[config.mk]
export PLATFORM = sky130hd
export DESIGN_NAME = exec_ctl
export DESIGN_NICKNAME = d
export VERILOG_FILES = /design/src/rtl/exec_ctl.sv
export SDC_FILE = /design/constraint.sdc
export NUM_CORES = 1
export LEC_CHECK = 0
export BUFFER_PORTS_ARGS = -buffer_cell sky130_fd_sc_hd__buf_2
export CAP_MARGIN = 20
export CORE_MARGIN = 1
export CORE_UTILIZATION = 55
export CTS_BUF_LIST = sky130_fd_sc_hd__clkbuf_8 sky130_fd_sc_hd__clkbuf_16
export CTS_CLUSTER_SIZE = 40
export DETAILED_ROUTE_END_ITERATION = 16
export PLACE_DENSITY_LB_ADDON = 0.05
export SLEW_MARGIN = 20
export SYNTH_ARGS = -nofsm -noshare
export SYNTH_HDL_FRONTEND = slang
export SYNTH_SLANG_ARGS = --single-unit
[constraint.sdc]
create_clock -name i_clk -period 10.1 [get_ports i_clk]
set_input_delay 2.525 -clock i_clk [delete_from_list [all_inputs] [get_ports i_clk]]
set_output_delay 2.525 -clock i_clk [all_outputs]
set_load 0.005 [all_outputs]
[src/rtl/exec_ctl.sv]
// Instruction sequencer: owns the register file, feeds operands to an external ALU,
// issues one memory access for load/store ops and writes the ALU result back.
package exec_ctl_pkg;
  localparam logic [3:0] OP_ADD  = 4'h0;
  localparam logic [3:0] OP_SUB  = 4'h1;
  localparam logic [3:0] OP_AND  = 4'h2;
  localparam logic [3:0] OP_OR   = 4'h3;
  localparam logic [3:0] OP_XOR  = 4'h4;
  localparam logic [3:0] OP_SHL  = 4'h5;
  localparam logic [3:0] OP_SHR  = 4'h6;
  localparam logic [3:0] OP_MOV  = 4'h7;
  localparam logic [3:0] OP_LD   = 4'h8;
  localparam logic [3:0] OP_LDA  = 4'h9;
  localparam logic [3:0] OP_ST   = 4'hA;
  localparam logic [3:0] OP_CBR  = 4'hB;
  localparam logic [3:0] OP_SPEC = 4'hC;
  localparam logic [1:0] FMT_1B  = 2'd0;
  localparam logic [1:0] FMT_2B  = 2'd1;
  localparam logic [1:0] FMT_4B  = 2'd2;
  localparam logic [1:0] FMT_8B  = 2'd3;
endpackage

module exec_ctl
  import exec_ctl_pkg::*;
#(
  parameter int NREGS = 16,
  parameter int W     = 32
) (
  input  logic          i_clk,
  input  logic          i_rst,
  input  logic          i_inst_valid,
  output logic          o_inst_ready,
  input  logic [15:0]   i_inst_word,
  output logic [3:0]    o_alu_inst,
  output logic [1:0]    o_alu_fmt,
  output logic [W-1:0]  o_alu_reg0,
  output logic [W-1:0]  o_alu_reg1,
  output logic [W-1:0]  o_alu_ram,
  input  logic [W-1:0]  i_alu_wb,
  output logic          o_mem_req,
  output logic          o_mem_we,
  output logic [W-1:0]  o_mem_addr,
  output logic [W-1:0]  o_mem_wdata,
  input  logic          i_mem_ack,
  input  logic [W-1:0]  i_mem_rdata,
  output logic          o_busy
);
  typedef enum logic [1:0] {S_IDLE, S_READ, S_MEM, S_EXEC} state_t;

  state_t        r_state;
  logic [3:0]    r_op;
  logic [1:0]    r_fmt;
  logic [3:0]    r_rd;
  logic [3:0]    r_rs;
  logic [W-1:0]  r_rf [NREGS];

  logic          w_is_mem;
  logic          w_writes_rd;
  logic          w_unused;

  assign w_is_mem    = (r_op == OP_LD) || (r_op == OP_LDA) || (r_op == OP_ST);
  // Stores, branches, specials and undefined opcodes all retire without touching rf.
  assign w_writes_rd = r_op inside {OP_ADD, OP_SUB, OP_AND, OP_OR, OP_XOR,
                                    OP_SHL, OP_SHR, OP_MOV, OP_LD, OP_LDA};
  assign w_unused    = ^i_inst_word[9:8];

  assign o_inst_ready = (r_state == S_IDLE) && !i_rst;
  assign o_busy       = (r_state != S_IDLE);

  always_ff @(posedge i_clk) begin
    if (i_rst) begin
      r_state     <= S_IDLE;
      r_op        <= '0;
      r_fmt       <= '0;
      r_rd        <= '0;
      r_rs        <= '0;
      for (int k = 0; k < NREGS; k++) r_rf[k] <= '0;
      o_alu_inst  <= '0;
      o_alu_fmt   <= '0;
      o_alu_reg0  <= '0;
      o_alu_reg1  <= '0;
      o_alu_ram   <= '0;
      o_mem_req   <= 1'b0;
      o_mem_we    <= 1'b0;
      o_mem_addr  <= '0;
      o_mem_wdata <= '0;
    end else begin
      case (r_state)
        S_IDLE: begin
          if (i_inst_valid) begin
            r_op    <= i_inst_word[15:12];
            r_fmt   <= i_inst_word[11:10];
            r_rd    <= i_inst_word[7:4];
            r_rs    <= i_inst_word[3:0];
            r_state <= S_READ;
          end
        end
        S_READ: begin
          o_alu_inst <= r_op;
          o_alu_fmt  <= r_fmt;
          o_alu_reg0 <= r_rf[r_rs];
          o_alu_reg1 <= r_rf[r_rd];
          if (w_is_mem) begin
            o_mem_req  <= 1'b1;
            o_mem_we   <= (r_op == OP_ST);
            o_mem_addr <= (r_op == OP_LDA) ? (r_rf[r_rs] + r_rf[r_rd]) : r_rf[r_rs];
            if (r_op == OP_ST) o_mem_wdata <= r_rf[r_rd];
            r_state    <= S_MEM;
          end else begin
            r_state    <= S_EXEC;
          end
        end
        S_MEM: begin
          // Request fields stay frozen here until the memory acknowledges.
          if (i_mem_ack) begin
            o_mem_req <= 1'b0;
            o_mem_we  <= 1'b0;
            if (r_op != OP_ST) o_alu_ram <= i_mem_rdata;
            r_state   <= S_EXEC;
          end
        end
        S_EXEC: begin
          if (w_writes_rd) r_rf[r_rd] <= i_alu_wb;
          r_state <= S_IDLE;
        end
        default: r_state <= S_IDLE;
      endcase
    end
  end
endmodule

Word-level counts from Yosys, hierarchy flattened
Memory sizes are Yosys's and may differ from the RTL's. A register that Yosys moved wholly into a read port is not among the register bits.
Index checks and enable logic that the tools add are counted.
{"block": "totals", "ff_bits": 184, "out_inout_bits": 170, "word_cells": 72, "ramBits": 512, "inputBits": 84, "n_memories": 1}
{"block": "op_classes", "n_eq_ne": 17, "n_mux": 23, "reduce_logical": 16, "n_addsub": 1}
{"name": "r_rf", "words": 16, "width": 32, "read_ports": 2, "rd_clocked_by_memory_dff": 2, "write_ports": 16, "line": "55", "rtl": "logic [W-1:0] r_rf [NREGS];"}
{"operator": "two-way mux 32 bit", "n": 2}
{"operator": "adder 32 bit", "n": 1}
{"operator": "OR reduction 32 bit", "n": 1}
{"operator": "two-way mux 4 bit", "n": 5}
{"operator": "== test 4 x 3 -> 1 bit (second input constant)", "n": 4}
{"operator": "== test 4 bit (second input constant)", "n": 3}
{"operator": "two-way mux 1 bit", "n": 11}
{"operator": "nonzero test 10 bit", "n": 1}
{"operator": "AND reduction 3 bit", "n": 3}
{"operator": "== test 4 x 2 -> 1 bit (second input constant)", "n": 2}
{"operator": "one-hot mux 2 bit (4 select lines)", "n": 1}
{"operator": "!= test 2 bit (second input constant)", "n": 3}
{"operator": "AND reduction 2 bit", "n": 3}
{"operator": "== test 2 bit (second input constant)", "n": 2}
{"operator": "== test 4 x 1 -> 1 bit (second input constant)", "n": 1}
{"operator": "logical NOT 4 bit", "n": 1}
{"operator": "two-way mux 2 bit", "n": 2}
{"operator": "!= test 4 bit (second input constant)", "n": 1}
{"operator": "one-hot mux 1 bit (2 select lines)", "n": 2}
{"operator": "nonzero test 2 bit", "n": 2}
{"operator": "== test 2 x 1 -> 1 bit (second input constant)", "n": 1}
{"operator": "logical NOT 2 bit", "n": 1}
{"operator": "logical OR 1 bit", "n": 2}
{"operator": "logical AND 1 bit", "n": 1}
{"operator": "logical NOT 1 bit", "n": 1}

Longest topological paths before layout
Gate-level depths: netlist of run 1.
{"block": "depth", "depth_word": 8, "mapped_depth": 16}

Worst setup path after synthesis of run 1
No wires, ideal clock.
{"block": "synth_path", "path_type": "input to output", "start": "input port i_rst", "end": "output port o_inst_ready", "path_slack_ns": 4.243, "path_stages": 4, "arrival_ns": 3.332, "required_time_ns": 7.575, "path_buffers": 3, "cell_sequence": "clkbuf_1 > clkbuf_1 > clkbuf_1 > nor2_1"}
{"block": "synth_via", "elab_chain_cells": 2}
{"element": "start: declaration", "line": "30", "rtl": "input logic i_rst,"}
{"element": "logical NOT 1 bit", "line": "67", "rtl": "assign o_inst_ready = (r_state == S_IDLE) && !i_rst;"}
{"element": "logical AND 1 bit", "line": "67"}
{"element": "end: declaration", "line": "32", "rtl": "output logic o_inst_ready,"}
No other way between the ends.

==> results by group, run 1 <==
Clock tree
  – CTS tree: built
  – Postcts setup bufs: 0
  – Clk Latency, worst-skew pair: 0.61 ns
  – Maximum clock path buffer count: 3
  – H-tree levels: 3
  – Clock root buffer: clkbuf_16
  – CTS Hold Bufs: 0
  – Gates resized, CTS repair: 0
  – # clock sinks: 704
  – Clock slew at reported path FFs: 0.06 ns
  – TritonCTS Buffers: 77

Drt
  – Total number of vias: 22900
  – DR DRC count: 0
  – Routed Antenna Nets: 0
  – Initial DRC count: 2341
  – Total wire length: 103000 microns
  – DR vias/cell: 6.29
  – Drt pass-1 iters: 6
  – Routed len/inst: 28.3 microns

Global route
  – M3 GR Usage: 0.0794
  – M2 GR Usage: 0.532
  – Gr busiest metal: met2
  – Largest net degree at the start of global routing: 105
  – Congestion Overflow GR: 0
  – Number of global-route vias before repair: 22300
  – First-pass GRT wire length: 148000 microns
  – All-Layer GR Usage: 0.320
  – Met1 GRT Util: 0.415
  – Initial antenna violation count: 4

Yosys
  – Ys async rst share: 0
  – Netlist cell types: 57
  – Mux cell area share after synthesis: 0.227
  – XOR/XNOR Fraction of Synth Area: 0.00447
  – Gate Count Post-Synth: 2584
  – Synth Area in Adders: 0.0133
  – Synth area leader: edfxtp_1
  – Yosys warns: 0
  – Area fraction of the dominant cell type after synthesis: 0.436
  – Post-synth EDFFs: 512
  – Area fraction in compound gates after synthesis: 0.0400
  – Synth Register Bits: 704
  – Post-synthesis simple-gate area fraction: 0.145
  – Syn_nets: 2705
  – Largest cells by area after synthesis: edfxtp_1 44%, mux4_2 20%, dfxtp_1 11%
  – Largest family of logic cells by synthesized area: multiplexers
  – Area of the mapped netlist: 35300 sq um
  – Ys flop type: edfxtp_1
  – Syn avg cell area: 13.7 sq um
  – Sequential share of the synthesized area: 0.545

Floorplanning
  – Initial cell density of the core: 0.558
  – # rows: 92
  – I/O Pins: 254
  – Die width: 255 microns
  – Die height: 255 microns
  – Die Area: 65200 sq um
  – Core area: 63200 sq um

Power and ir drop
  – VDD IR-drop max: 0.136 mV
  – Leakage: 0.0146 uW
  – Pwr per Cell Area: 215 nW/um^2
  – Clock power share: 0.316
  – Sw Pwr: 2670 uW
  – Seq pwr share: 0.406
  – Sw Ratio: 0.313
  – Overall Power: 8530 uW
  – Combinational cell fraction of total power: 0.278
  – Power Internal: 5860 uW

Critical path
  – Reg2Reg Depth: 12
  – Top fanout value on the critical path: 104
  – Startpoint Class: flip-flop
  – Worst Setup End Kind: flip-flop
  – Classification of the worst setup path: reg2reg
  – CP required: 10.61 ns
  – WP data arrival: 6.23 ns

STA
  – Setup TNS: 0 ns
  – Max-slew headroom at the worst pin: 0.353
  – Fin crit period: 5.72 ns
  – Max Slew Vio Count: 0
  – Setup violators final: 0
  – RSZ-0062 raised after global routing: no
  – Setup Skew: 0.0197 ns
  – Worst slew pin tran: 0.970 ns
  – Setup WS post-layout: 4.38 ns
  – Fin. Hold Viols: 0
  – Fmax: 175 MHz
  – Final period utilization: 0.566

Status
  – Status: finished, final reports clean

Placed design
  – Port-buffer cells: 251
  – Hpwl dp: 60500 microns
  – DP Worst Slack: 4.43 ns
  – Dpl cell area: 37300 sq um
  – Gp weighted congestion: 0.902

Finish
  – Final nets: 2864
  – Area grow syn2layout: 12.4%
  – Post-route cell area: 39700 sq um
  – Share of layout cells above drive strength 1: 0.278

Min path
  – Hold_sp: o_mem_wdata[8]
  – Worst hold stages: 2
  – Worst Hold Class: reg2reg

Run
  – Maxcap violations: 0
[cells in the final DEF (no fill, tap or decap), types with 10 or more instances in the layout]
cell,n
and2_1,517
edfxtp_1,512
mux4_2,320
buf_2,250
nand2_1,209
dfxtp_1,184
a21oi_1,127
nor2_1,119
mux2i_1,79
clkbuf_16,79
buf_4,45
inv_1,37
ha_1,35
o21ai_0,28
or2_2,17
nand3_1,15
a211oi_1,14
nor3_1,14
clkinv_2,14
xnor2_1,13
nor2_2,12
a311oi_1,12
a21o_1,11
nand2b_1,10
[cell families (layout without fill, tap and decap cells)]
family                     Yosys count  count (layout)
AOI/OAI and AO/OA                  235             235
adders and majority gates           37              37
DFF                                704             704
buffers and inverters              237             451
other                                0               2
muxes                              399             399
xor gates and xnor gates            18              18
and+or+nand+nor                    954             954
[power by group through the flow]
stage | clock (uW) | sequential [uW] | combinational (uW)
6_report | 2690 | 3470 | 2370
5_1_grt | 2830 | 3490 | 2550
4_1_cts | 2720 | 3460 | 2350
3_5_place_dp | 0 | 3520 | 2340
3_3_place_gp | 0 | 3510 | 2310
2_1_floorplan | 0 | 3430 | 1680
[metal layers]
layer / share of wire / up-vias
li1: - / 9954
met1: 0.38 / 11600
met2: 0.49 / 1161
met3: 0.10 / 221
met4: 0.032 / 6
met5: 0.00030 / -
[final timing paths]
kind	endpoint	slack [ns]
min	o_mem_wdata[8]	0.45
max reg2reg	o_mem_addr[31]	4.38
min reg2reg	o_mem_wdata[8]	0.45
max	o_mem_addr[31]	4.38
[final cells by class]
cell class	count	area, sq um
clock inverters	49	328
inverters	17	63.8
repair buffers	300	1680
diodes	2	5.00
fillers	4807	23500
well taps	846	1060
flip-flops and latches	704	19200
multi-input cells	1643	15200
clock buffers	85	2060
[stage by stage]
step                       util  cells  hold slack (ns)
after floorplan               -   2584            0.436
after global placement    0.590   3510            0.435
after detailed placement  0.590   3510            0.443
after CTS                 0.627   3644            0.451
after global routing      0.628   3644            0.472
final                     0.628   3646            0.450
[Yosys cell counts (all sizes together), types with 2 or more instances]
| cell | instances |
|---|---|
| o21bai | 4 |
| o2bb2ai | 2 |
| xnor2 | 13 |
| and3 | 6 |
| a311oi | 12 |
| a211o | 2 |
| ha | 36 |
| nor2b | 3 |
| xor2 | 5 |
| o221ai | 2 |
| clkbuf | 174 |
| or2 | 17 |
| buf | 46 |
| and2 | 518 |
| mux4 | 320 |
| nand3b | 6 |
| nor4 | 2 |
| nand2b | 10 |
| nand3 | 16 |
| nor3b | 5 |
| nand2 | 209 |
| a21oi | 127 |
| or3 | 5 |
| nand4 | 6 |
| dfxtp | 192 |
| o21a | 2 |
| a31oi | 6 |
| edfxtp | 512 |
| nor3 | 18 |
| inv | 17 |
| mux2i | 79 |
| nor2 | 132 |
| o21ai | 28 |
| a21o | 11 |
| o211ai | 8 |
| a211oi | 14 |
| o311ai | 2 |
| a41oi | 2 |
[critical path, cell delays in order (launching register included)]
cell,delay [ns]
dfxtp_4,0.70
buf_12,0.71
mux4_2,0.63
mux4_2,0.63
ha_1,0.46
a21oi_1,0.30
o21ai_0,0.15
a211oi_1,0.76
nor2_1,0.18
a31oi_1,0.27
xor2_1,0.11
or3_1,0.31
a311oi_1,0.24
[flip-flops by register name, summed over array words and instances, names as in the netlist, named ones only]
signal       flops
r_rd             4
r_rs             4
r_fmt            2
r_op             4
o_alu_fmt        2
o_alu_reg0      32
o_mem_addr      32
r_state          2
o_mem_we         1
o_alu_reg1      32
r_rf           512
o_mem_wdata     32
o_mem_req        1
o_alu_ram       32
o_alu_inst       4
Note: power is estimated with default switching activity, not from simulation.
==> run 2: changes to the inputs <==
==> constraint.sdc (replaced) <==
create_clock -name i_clk -period 5.7 [get_ports i_clk]
set_input_delay 1.425 -clock i_clk [delete_from_list [all_inputs] [get_ports i_clk]]
set_output_delay 1.425 -clock i_clk [all_outputs]
set_load 0.005 [all_outputs]
==> run 2 against run 1 <==
Routed wire length barely moved. Largest cell class unchanged. Critical endpoint unchanged. Clock skew rose by 0.0040 ns. Flip-flop and latch count did not move.
==> results by group, run 2 (synthesis gave the netlist of run 1 again) <==
Power and ir drop
  – Seq pwr share: 0.402 (-0.004)
  – Combinational cell fraction of total power: 0.286 (+0.008)
  – Leakage: 0.0148 uW (+1.4%)
  – Power Internal: 10400 uW (+78%)
  – Clock power share: 0.312 (-0.004)
  – Sw Pwr: 4710 uW (+77%)
  – VDD IR-drop max: 0.230 mV (+69%)
  – Overall Power: 15200 uW (+78%)
  – Sw Ratio: 0.311 (-0.00160)
  – Pwr per Cell Area: 379 nW/um^2 (+76%)

Min path
  – Worst Hold Class: reg2reg
  – Hold_sp: o_mem_wdata[6]

Drt
  – Total number of vias: 23000 (+0.41%)
  – Routed len/inst: 28.1 microns (-0.84%)
  – Total wire length: 103000 microns (about the same)
  – Drt pass-1 iters: 5 (-1)
  – Initial DRC count: 2609 (+11%)
  – Routed Antenna Nets: 0 (unchanged)
  – DR vias/cell: 6.26 (-0.36%)
  – DR DRC count: 0 (unchanged)

STA
  – Max-slew headroom at the worst pin: 0.341 (-0.0122)
  – Setup WS post-layout: 0.675 ns (-3.71 ns)
  – RSZ-0062 raised after global routing: no
  – Fin. Hold Viols: 0 (unchanged)
  – Max Slew Vio Count: 0 (unchanged)
  – Setup TNS: 0 ns (unchanged)
  – Fmax: 199 MHz (+14%)
  – Setup Skew: 0.0237 ns (+0.00400 ns)
  – Fin crit period: 5.02 ns (-0.691 ns)
  – Worst slew pin tran: 0.982 ns (+0.0123 ns)
  – Final period utilization: 0.882 (+0.316)
  – Setup violators final: 0 (unchanged)

Clock tree
  – Postcts setup bufs: 0 (unchanged)
  – Clock slew at reported path FFs: 0.06 ns (about the same)
  – Maximum clock path buffer count: 3 (unchanged)
  – CTS Hold Bufs: 0 (unchanged)
  – Gates resized, CTS repair: 0 (unchanged)
  – H-tree levels: 3 (unchanged)
  – Clk Latency, worst-skew pair: 0.63 ns (+0.02 ns)
  – CTS tree: built
  – TritonCTS Buffers: 76 (-1.3%)
  – # clock sinks: 704 (unchanged)
  – Clock root buffer: clkbuf_16

Finish
  – Leading cell type in the layout, fill and taps excluded: and2_1
  – Fillers: 4704 (-2.1%)
  – Fin util: 0.633 (+0.00535)
  – Area grow syn2layout: 13.4%
  – Largest Register: r_rf
  – Final nets: 2892 (+0.98%)
  – Most frequent cells in the layout: 517 x and2_1, 512 x edfxtp_1, 320 x mux4_2
  – Non-Filler Instances: 3674 (+0.77%)
  – Share of layout cells above drive strength 1: 0.283 (+0.00574)
  – Max reg flops: 512 (unchanged)

Floorplanning
  – # rows: 92 (unchanged)
  – Die height: 255 microns (unchanged)
  – Die width: 255 microns (unchanged)
  – Die Area: 65200 sq um (unchanged)
  – I/O Pins: 254 (unchanged)
  – Core area: 63200 sq um (unchanged)
  – Initial cell density of the core: 0.558 (unchanged)

Critical path
  – Buf/Inv on CP: 1 (unchanged)
  – CP required: 6.20 ns (-4.41 ns)
  – Critical path, cell by cell: buf_4 -> mux4_2 -> mux4_2 -> ha_1 -> a21oi_1 -> o211ai_1 -> a211oi_1 -> nor2_1 -> a31oi_1 -> xor2_1 -> or3_1 -> a311oi_1
  – Startpoint Class: flip-flop
  – Worst path max stage delay: 0.83 ns (+0.07 ns)
  – Critical Path Most Common Cell: mux4_2
  – Classification of the worst setup path: reg2reg
  – Top fanout value on the critical path: 21 (-80%)
  – WP data arrival: 5.53 ns (-0.70 ns)
  – Worst path slowest cell: a211oi_1
  – Worst Setup End Kind: flip-flop
  – Delay-heaviest family, CP: compound AO/OA/AOI/OAI gates

Global route
  – Initial antenna violation count: 7 (+3)
  – Congestion Overflow GR: 0 (unchanged)
  – Largest net degree at the start of global routing: 176 (+68%)
  – First-pass GRT wire length: 147000 microns (-0.52%)
  – All-Layer GR Usage: 0.320 (about the same)
  – Number of global-route vias before repair: 22400 (+0.15%)

Placed design
  – Hpwl dp: 63600 microns (+5.2%)
  – DP Worst Slack: 0.769 ns (-3.66 ns)
  – Gp weighted congestion: 0.873 (-3.3%)
  – Port-buffer cells: 251 (unchanged)
  – Placed insts: 3539 (+0.83%)

Run
  – Maxcap violations: 0 (unchanged)

Status
  – Status: finished, final reports clean
[run 2: cell types whose count changed in the layout (fill, tap and decap cells not counted)]
cell,delta
buf_12,+10
clkbuf_8,+2
nor2_2,+1
inv_1,+7
clkbuf_16,+1
nor2_1,-1
clkinv_2,-8
clkinv_8,-1
clkinvlp_4,+1
bufinv_16,-1
clkinv_1,-2
buf_4,+19
[run 2: metrics by stage]
step,hold WS [ns],cell area [sq um]
after floorplan,0.436,35300
after global placement,0.437,37600
after detailed placement,0.444,37600
after CTS,0.452,40000
after global routing,0.473,40000
final,0.451,40000
[run 2: worst register-to-register path, delay by kind of cell, from the launching register on]
kind / cells / cell delay [ns]
flops: 1 / 0.69
compound gates: 5 / 1.74
xor+xnor: 1 / 0.10
simple gates: 2 / 0.48
buf+inv: 1 / 0.37
mux: 2 / 1.12
fa+ha+maj: 1 / 0.40
[run 2: cell type report]
type                            instances  area [sq um]  share of cell area
Antenna cell                            2          5.00            0.000125
Clock buffer                           88          2110              0.0528
Clock inverter                         45           268             0.00669
Inverter                               17          63.8             0.00160
Multi-Input combinational cell       1643         15200               0.381
Sequential cell                       704         19200               0.481
Tap cell                              846          1060              0.0265
Timing Repair Buffer                  329          2020              0.0506
[run 2: routing by layer]
metal / vias to the layer above / GRT usage / part of all wire
met5: - / 0 / 0.00030
met4: 4 / 0.112 / 0.035
met3: 232 / 0.0887 / 0.10
met2: 1196 / 0.526 / 0.49
met1: 11600 / 0.409 / 0.37
li1: 9992 / - / -
[run 2: power groups by stage]
stage          combinational (uW)  sequential, uW  clock, uW
6_report                     4330            6100       4720
5_1_grt                      4630            6140       4990
4_1_cts                      4300            6100       4800
3_5_place_dp                 4280            6200          0
3_3_place_gp                 4220            6180          0
2_1_floorplan                2980            6070          0
[run 2: worst paths after layout]
kind,endpoint,slack [ns],depth (start not counted)
worst max-delay path,o_mem_addr[31],0.68,12
worst min-delay path,o_mem_wdata[6],0.45,2
worst max register to register,o_mem_addr[31],0.68,12
worst min register to register,o_mem_wdata[6],0.45,2
